**src/rtl/sram_if_pkg.sv**
```systemverilog
// sram_if_pkg
// Shared geometry of the 1024x128b byte-strobed SRAM macro. The macro model and
// every controller that drives it take their widths from here, so they always agree
// on the address width, the data width and the strobe width.
//   SRAM_ADDR_W : word address width (1024 words)
//   SRAM_DATA_W : data width in bits; must be a multiple of 8
//   strb_width  : derives the byte-strobe width from a data width
package sram_if_pkg;

    localparam int SRAM_ADDR_W = 10;
    localparam int SRAM_DATA_W = 128;

    // One strobe bit per byte lane.
    function automatic int strb_width(input int data_w);
        return data_w / 8;
    endfunction

    localparam int SRAM_STRB_W = strb_width(SRAM_DATA_W);

endpackage : sram_if_pkg

```
**src/rtl/sram_rsp_fifo.sv**
```systemverilog
// sram_rsp_fifo
// Two-entry in-order register FIFO that holds SRAM read data until the consumer
// takes it. Entry "head" is always the oldest word and drives dout directly.
// Ports:
//   clk, rst_n : clock, asynchronous active-low reset
//   push, din  : write din at the tail
//   pop        : remove the head; ignored while empty
//   dout       : head entry (0 after reset)
//   count      : number of valid entries, 0..2
//   full/empty : count == 2 / count == 0
module sram_rsp_fifo
    import sram_if_pkg::*;
#(
    parameter int DATA_W = SRAM_DATA_W
) (
    input  logic              clk,
    input  logic              rst_n,
    input  logic              push,
    input  logic              pop,
    input  logic [DATA_W-1:0] din,
    output logic [DATA_W-1:0] dout,
    output logic [1:0]        count,
    output logic              full,
    output logic              empty
);

    logic [DATA_W-1:0] head_q, head_d;
    logic [DATA_W-1:0] tail_q, tail_d;
    logic [1:0]        count_q, count_d;
    logic              pop_ok;

    assign pop_ok = pop && (count_q != 2'd0);

    always_comb begin
        head_d  = head_q;
        tail_d  = tail_q;
        count_d = count_q;
        unique case ({push, pop_ok})
            2'b10: begin
                if (count_q == 2'd0) begin
                    head_d = din;
                end else begin
                    tail_d = din;
                end
                if (count_q != 2'd2) begin
                    count_d = count_q + 2'd1;
                end
            end
            2'b01: begin
                // The second entry (if any) moves up to become the head.
                head_d  = tail_q;
                count_d = count_q - 2'd1;
            end
            2'b11: begin
                // Simultaneous push and pop keeps the count; the head leaves and
                // the incoming word lands behind whatever remains.
                if (count_q == 2'd1) begin
                    head_d = din;
                end else begin
                    head_d = tail_q;
                    tail_d = din;
                end
            end
            default: begin
            end
        endcase
    end

    always_ff @(posedge clk or negedge rst_n) begin
        if (!rst_n) begin
            head_q  <= '0;
            tail_q  <= '0;
            count_q <= 2'd0;
        end else begin
            head_q  <= head_d;
            tail_q  <= tail_d;
            count_q <= count_d;
        end
    end

    assign dout  = head_q;
    assign count = count_q;
    assign full  = (count_q == 2'd2);
    assign empty = (count_q == 2'd0);

endmodule : sram_rsp_fifo

```
**src/rtl/sram_rw_port.sv**
```systemverilog
// sram_rw_port
// Valid/ready front end for the single-port byte-strobed SRAM macro. Requests
// drive the macro pins combinationally in the cycle they are accepted; read data
// arriving one cycle later is captured into a 2-entry response FIFO and returned
// in order.
//
// Handshakes: a transfer happens on a rising edge where valid && ready are both
// high; valid must not depend on ready, ready may depend on valid-side signals
// (here req_ready depends on req_write and on rsp_ready, combinationally).
//
// Ports:
//   req_valid/req_ready/req_write/req_addr/req_wdata/req_wstrb : request channel
//   rsp_valid/rsp_ready/rsp_rdata                              : read response channel
//   sram_cen/sram_wen/sram_addr/sram_wdata/sram_wstrb          : macro pins (to SRAM)
//   sram_rdata                                                  : macro read data
// DATA_W must be a multiple of 8.
module sram_rw_port
    import sram_if_pkg::*;
#(
    parameter int ADDR_W = SRAM_ADDR_W,
    parameter int DATA_W = SRAM_DATA_W,
    parameter int STRB_W = strb_width(DATA_W)
) (
    input  logic              clk,
    input  logic              rst_n,
    input  logic              req_valid,
    output logic              req_ready,
    input  logic              req_write,
    input  logic [ADDR_W-1:0] req_addr,
    input  logic [DATA_W-1:0] req_wdata,
    input  logic [STRB_W-1:0] req_wstrb,
    output logic              rsp_valid,
    input  logic              rsp_ready,
    output logic [DATA_W-1:0] rsp_rdata,
    output logic              sram_cen,
    output logic              sram_wen,
    output logic [ADDR_W-1:0] sram_addr,
    output logic [DATA_W-1:0] sram_wdata,
    output logic [STRB_W-1:0] sram_wstrb,
    input  logic [DATA_W-1:0] sram_rdata
);

    logic       fire;
    logic       pop;
    logic       rd_inflight_q, rd_inflight_d;
    logic [1:0] fifo_count;
    logic       fifo_full;
    logic       fifo_empty;
    logic [2:0] outstanding;
    logic       read_credit_ok;

    assign fire = req_valid && req_ready;
    assign pop  = rsp_valid && rsp_ready;

    // Every read that has been accepted but not yet handed back holds a FIFO slot,
    // whether its data is still in the macro (rd_inflight) or already buffered.
    // A pop in this same cycle frees a slot early, which is what lets the port
    // stream one read per cycle with only two entries.
    assign outstanding    = {2'b00, rd_inflight_q} + {1'b0, fifo_count};
    assign read_credit_ok = (outstanding - {2'b00, pop}) < 3'd2;

    assign req_ready = rst_n && (req_write || read_credit_ok);

    // The macro presents new sram_rdata every cycle; only the cycle after an
    // accepted read carries data that belongs to us.
    assign rd_inflight_d = fire && !req_write;

    always_ff @(posedge clk or negedge rst_n) begin
        if (!rst_n) begin
            rd_inflight_q <= 1'b0;
        end else begin
            rd_inflight_q <= rd_inflight_d;
        end
    end

    sram_rsp_fifo #(
        .DATA_W (DATA_W)
    ) u_rsp_fifo (
        .clk   (clk),
        .rst_n (rst_n),
        .push  (rd_inflight_q),
        .pop   (pop),
        .din   (sram_rdata),
        .dout  (rsp_rdata),
        .count (fifo_count),
        .full  (fifo_full),
        .empty (fifo_empty)
    );

    assign rsp_valid = !fifo_empty;

    assign sram_cen   = fire;
    assign sram_wen   = fire && req_write;
    assign sram_addr  = req_addr;
    assign sram_wdata = req_wdata;
    assign sram_wstrb = req_write ? req_wstrb : '0;

    // The credit rule keeps a read from being accepted when its data could not
    // be stored, so a push into a full FIFO means the credit logic is broken.
    a_no_overflow : assert property (@(posedge clk) disable iff (!rst_n)
        !(rd_inflight_q && fifo_full));

endmodule : sram_rw_port

```
**config.mk**
```make
export PLATFORM = sky130hd
export DESIGN_NAME = sram_rw_port
export DESIGN_NICKNAME = d
export VERILOG_FILES = /design/src/rtl/sram_if_pkg.sv /design/src/rtl/sram_rsp_fifo.sv /design/src/rtl/sram_rw_port.sv
export SDC_FILE = /design/constraint.sdc
export NUM_CORES = 1
export LEC_CHECK = 0
export ABC_CLOCK_PERIOD_IN_PS = 6500
export BUFFER_PORTS_ARGS = -buffer_cell sky130_fd_sc_hd__buf_2
export CORE_AREA = 2 2 294 151
export CTS_CLUSTER_DIAMETER = 40
export DETAILED_ROUTE_END_ITERATION = 10
export DIE_AREA = 0 0 296 153
export PLACE_DENSITY = 0.66
export SYNTH_ARGS = -nofsm -noshare
export SYNTH_HDL_FRONTEND = slang
export SYNTH_SLANG_ARGS = --single-unit
```
**constraint.sdc**
```tcl
create_clock -name clk -period 6.5 [get_ports clk]
set_input_delay 0.65 -clock clk [delete_from_list [all_inputs] [get_ports clk]]
set_output_delay 0.65 -clock clk [all_outputs]
set_load 0.01 [all_outputs]
```
# --- Yosys cells after proc, flatten, opt, wreduce, memory -nomap -nowiden ---
# Index checks and enable logic that the tools add are counted.
word_totals:
  register_bits: 259
  input_bits: 287
  out_inout_bits: 286
  wordCells: 44
op_classes:
  addsub: 4
  magnitude_cmp: 1
  eq_ne: 9
  muxes: 9
  reduce_logical: 17
ops:
  columns: ["operator", "n"]
  rows:
  - ["128-bit 2-to-1 mux", 4]
  - ["128-bit case mux with 3 select lines", 1]
  - ["128-bit case mux with 2 select lines", 1]
  - ["16-bit 2-to-1 mux", 1]
  - ["2-bit != test (second input constant)", 4]
  - ["1-bit logical AND", 6]
  - ["2-bit nonzero test", 3]
  - ["2-bit by 1-bit equality test with 1-bit output (second input constant)", 2]
  - ["2-bit equality test (second input constant)", 2]
  - ["2-bit case mux with 2 select lines", 1]
  - ["2-bit AND reduction", 2]
  - ["1-bit by 2-bit adder with 3-bit output", 1]
  - ["3-bit by 2-bit < comparator with 1-bit output (second input constant)", 1]
  - ["3-bit AND reduction", 1]
  - ["3-bit nonzero test", 1]
  - ["3-bit by 1-bit subtractor with 3-bit output", 1]
  - ["2-bit by 1-bit adder with 2-bit output (second input constant)", 1]
  - ["1-bit logical NOT", 2]
  - ["2-bit logical NOT", 1]
  - ["2-bit 2-to-1 mux", 1]
  - ["2-bit by 1-bit != test with 1-bit output (second input constant)", 1]
  - ["2-bit by 1-bit subtractor with 2-bit output (second input constant)", 1]
  - ["1-bit logical OR", 1]

# --- Longest topological paths before layout ---
logic_depth:
  depth_word: 9
  ltp_mapped: 10
  ltp_nobuf: 10

# --- By module ---
# A second synthesis with hierarchy kept.
unflattened:
  cells_unflattened: 912
  area_unflattened_um2: 11778.8
modules_own_cells:
  columns: ["mod", "n_inst", "cells_each", "area_each_um2"]
  rows:
  - ["sram_rsp_fifo", 1, 739, 10502.6]
  - ["sram_rw_port", 1, 173, 1276.2]

# --- Worst setup path before layout ---
# No wires, ideal clock.
synth_path:
  path_type: "reg-to-output"
  startpoint: "reg u_rsp_fifo.count_q[1] (netlist: u_rsp_fifo.count[1])"
  endpoint: "out sram_cen"
  t_arrival_ns: 2.184
  slack_ns: 3.666
  stages_incl_launch_ff: 10
  path_buffers: 0
  path_cell_list: "dfrtp_1 -> inv_1 -> ha_1 -> nand2b_4 -> inv_2 -> ha_1 -> nor2b_1 -> fa_1 -> o21bai_1 -> nor2b_1"
synth_between:
  elab_chain_len: 8
  elab_cells_between_ends: 9
  cone_classes: "add/sub (2); order compare (1); reduce/logical (6)"
synth_rtl:
  columns: ["item", "line_no", "source"]
  rows:
  - ["from (decl)", "sram_rsp_fifo.sv:29", "logic [1:0] count_q, count_d;"]
  - ["from (signal assigned)", "sram_rsp_fifo.sv:77", "count_q <= count_d;"]
  - ["branches (longest 3 deep; another with 1-bit by 2-bit adder with 3-bit output)", null, null]
  - ["3-bit by 1-bit subtractor with 3-bit output *", "sram_rw_port.sv:60", "assign read_credit_ok = (outstanding - {2'b00, pop}) < 3'd2;"]
  - ["3-bit by 2-bit < comparator with 1-bit output *", "sram_rw_port.sv:60", null]
  - ["1-bit logical OR *", "sram_rw_port.sv:62", "assign req_ready = rst_n && (req_write || read_credit_ok);"]
  - ["1-bit logical AND *", "sram_rw_port.sv:62", null]
  - ["1-bit logical AND *", "sram_rw_port.sv:52", "assign fire = req_valid && req_ready;"]
  - ["to (decl)", "sram_rw_port.sv:35", "output logic sram_cen,"]
# Every way passes the cells marked *.

# --- Final worst setup path ---
# Same ends and word-level chain as after synthesis.

==> impl_metrics.env <==
export IMPL_syn_cell_area_sq_um=12700
export IMPL_rows=54
export IMPL_nFillCells=4243
export IMPL_io_buffers=296
export IMPL_status="finished clean"
export IMPL_die_area_sq_um=45300
export IMPL_io_pins=573
export IMPL_period_share_pct=57.7
export IMPL_area_growth_pct=13.4
export IMPL_synth_flop_cell="dfrtp_1"
export IMPL_min_path_cells=2
export IMPL_yosys_area_top_type="dfrtp_1"
export IMPL_yosys_warnings=0
export IMPL_async_flop_share_pct=100
export IMPL_cts_tree="built"
export IMPL_synth_avg_cell_area_sq_um=14.2
export IMPL_synthCells=888
export IMPL_reg2reg_from="u_rsp_fifo.count[1]"
export IMPL_core_sq_um=42800
export IMPL_clock_root_buffer="clkbuf_16"
export IMPL_worst_path_buf_inv=3
export IMPL_synth_cell_types=31
export IMPL_placedCellCount=1584
export IMPL_grt_pass1_wl_microns=51200
export IMPL_crit_family="adder cells"
export IMPL_r2r_end="u_rsp_fifo.tail_q[102]"
export IMPL_slowest_stage="fa_1"
export IMPL_routed_wl_microns=33100
export IMPL_worst_pin_slew_ns=1.02
export IMPL_yosys_top_cells_area="dfrtp_1 51%, mux2_4 14%, o221a_2 10%, buf_4 8.3%, nand2b_1 6.4%"
export IMPL_vias=7730
export IMPL_slowest_delay_ns=0.46
export IMPL_seq_area_frac_synth_pct=51.2
export IMPL_worstSetupPathType="flip-flop to primary output"
export IMPL_synth_edf_count=0
export IMPL_hold_path_class="input port to flip-flop"
export IMPL_relSlewSlack_pct=32.1
export IMPL_cts_buffer_depth=3
export IMPL_start_kind="flip-flop"
export IMPL_power_density_nw_per_um2=508
export IMPL_h_tree_depth=1
export IMPL_ys_ff_latch=259
export IMPL_place_area_sq_um=13300
export IMPL_synth_common_cells="259 x dfrtp_1, 140 x buf_4, 129 x nand2b_1"
export IMPL_end_kind="primary output"
export IMPL_whs_endpoint="u_rsp_fifo.tail_q[44]"
export IMPL_critPathMaxFanout=5
export IMPL_period_minus_slack_ns=3.75
export IMPL_reg2reg_depth=6
export IMPL_yosysMostFrequentCell="dfrtp_1"
export IMPL_synth_fp_nets=1180
export IMPL_finalSetupTns_ns=0
export IMPL_fp_dieW_microns=296
export IMPL_overflow=0
export IMPL_fp_dieH_microns=153
export IMPL_start_util_pct=29.5
export IMPL_worstPathRequired_ns=5.85
export IMPL_setup_viol=0
export IMPL_n_antenna_cell=0
export IMPL_finClkSkew_ns=0.0104
export IMPL_grt_max_degree=147
export IMPL_synthDominantCellAreaShare_pct=51.2
export IMPL_drc=0
export IMPL_rrSetupSlack_ns=3.47
export IMPL_p_leak_nw=7.05
export IMPL_gp_congestion=0.756
export IMPL_fin_area_sq_um=14400
export IMPL_hpwl_microns=21700
export IMPL_avgRoutedWirePerCell_microns=20.2
export IMPL_critPathArrivalTime_ns=3.10
export IMPL_drive_gt1_share_pct=57.5
export IMPL_finalHoldViolCount=0
export IMPL_final_nets=1321
export IMPL_antenna_found_initial=1
export IMPL_post_cts_buffers=0
export IMPL_drtIter0Drc=413
export IMPL_via_per_inst=4.72
export IMPL_grt_pass1_vias=8400
export IMPL_max_cap_violations=0
export IMPL_rsz0062_at_grt="no"
export IMPL_antenna_left=0
export IMPL_max_clock_freq_mhz=266
export IMPL_clock_latency_ns=0.57
export IMPL_final_cells=1639
export IMPL_drtPass1Iterations=5
export IMPL_p_total_mw=7.30
export IMPL_clkSlewWorstSetupHoldPaths_ns=0.07
export IMPL_ir_worst_vdd_v=0.000191
export IMPL_grt_usage_pct=14.3
export IMPL_cp_cell_sequence="inv_1 -> ha_1 -> nand2b_4 -> inv_2 -> ha_1 -> nor2b_1 -> fa_1 -> o21bai_1 -> nor2b_1 -> buf_2"
export IMPL_cts_sinks=259
export IMPL_cts_buffers=30
export IMPL_min_from="sram_rdata[44]"
export IMPL_final_max_slew_viol_count=0
==> cells in the final DEF, fill, tap and decap left out, types with 2 or more instances in the layout <==
| cell type | instances |
|---|---|
| buf_2 | 295 |
| dfrtp_1 | 259 |
| nand2b_1 | 129 |
| mux2_4 | 120 |
| o221a_2 | 115 |
| clkbuf_16 | 31 |
| and2_1 | 17 |
| o221a_1 | 13 |
| mux2_2 | 8 |
| buf_4 | 6 |
| inv_1 | 4 |
| ha_1 | 4 |
| inv_8 | 4 |
| clkinvlp_4 | 4 |
| clkbuf_1 | 4 |
| clkinv_2 | 3 |
| bufinv_16 | 3 |
| nand2b_4 | 2 |
| nor2b_1 | 2 |
| xnor2_1 | 2 |
| nand2_1 | 2 |
| inv_6 | 2 |
| clkbuf_8 | 2 |
| buf_12 | 2 |
==> cell type report <==
cell class                 count  area, sq um  area share, %
clock buffer                  37          818           5.70
inverter                       5         18.8          0.131
sequential                   259         6480           45.1
multi-input combinational    428         4510           31.4
tap                          588          736           5.13
clock inverter                17          206           1.44
timing repair buffer         305         1590           11.1
==> worst register-to-register path: stages, from the launching register on <==
cell     delay [ns]
dfrtp_1        0.43
inv_1          0.14
ha_1           0.32
a21oi_2        0.12
nand2_8        0.64
buf_4          0.85
mux2_4         0.43
==> timing repair <==
action | in CTS | in global routing
hold buffers | 1 | 0
resized for setup | 0 | 0
endpoints found under the hold margin | 28 | 0
==> kinds of logic after synthesis <==
logic type,synth area share (%)
flops,51.2
mux,15.1
simple gates,7.91
fa+ha+maj,0.554
compound gates,11.7
xor+xnor,0.138
buf+inv,13.4
==> sequential cells by signal, indices dropped and copies added (netlist names) <==
| name | count |
|---|---|
| u_rsp_fifo.count | 2 |
| u_rsp_fifo.dout | 128 |
| u_rsp_fifo.tail_q | 128 |
| rd_inflight_q | 1 |
==> per-stage QoR <==
step           hold slack (ns)  utilization, %  setup WS (ns)
2_1_floorplan            0.354               -           3.67
4_1_cts                  0.284            33.5           2.70
3_5_place_dp             0.495            31.1           3.32
5_1_grt                  0.292            33.5           2.44
3_3_place_gp             0.488            31.1           3.34
6_report                 0.328            33.5           2.75
==> per-layer routing <==
layer | track usage (%) | wire, microns | up-vias
li1 | - | - | 3334
met3 | 7.37 | 3610 | 42
met4 | 2.50 | 515 | 4
met5 | 2.65 | 106 | -
met1 | 20.2 | 15400 | 3956
met2 | 19.3 | 13500 | 394
==> where the power goes <==
part	internal, mW	total, mW	switching, mW
clock network	1.03	1.75	0.728
logic	1.56	2.71	1.15
registers	2.40	2.83	0.436
total	4.98	7.30	2.31
==> how the worst max path moves through the flow <==
stage                              startpoint        to  slack, ns  cells after the start
after global placement    u_rsp_fifo.count[1]  sram_cen       3.34                     10
after CTS                 u_rsp_fifo.count[1]  sram_cen       2.70                     10
after floorplan           u_rsp_fifo.count[1]  sram_cen       3.67                      9
final                     u_rsp_fifo.count[1]  sram_cen       2.75                     10
after global routing      u_rsp_fifo.count[1]  sram_cen       2.44                     10
after detailed placement  u_rsp_fifo.count[1]  sram_cen       3.32                     10
(Power assumes the default switching activity.)
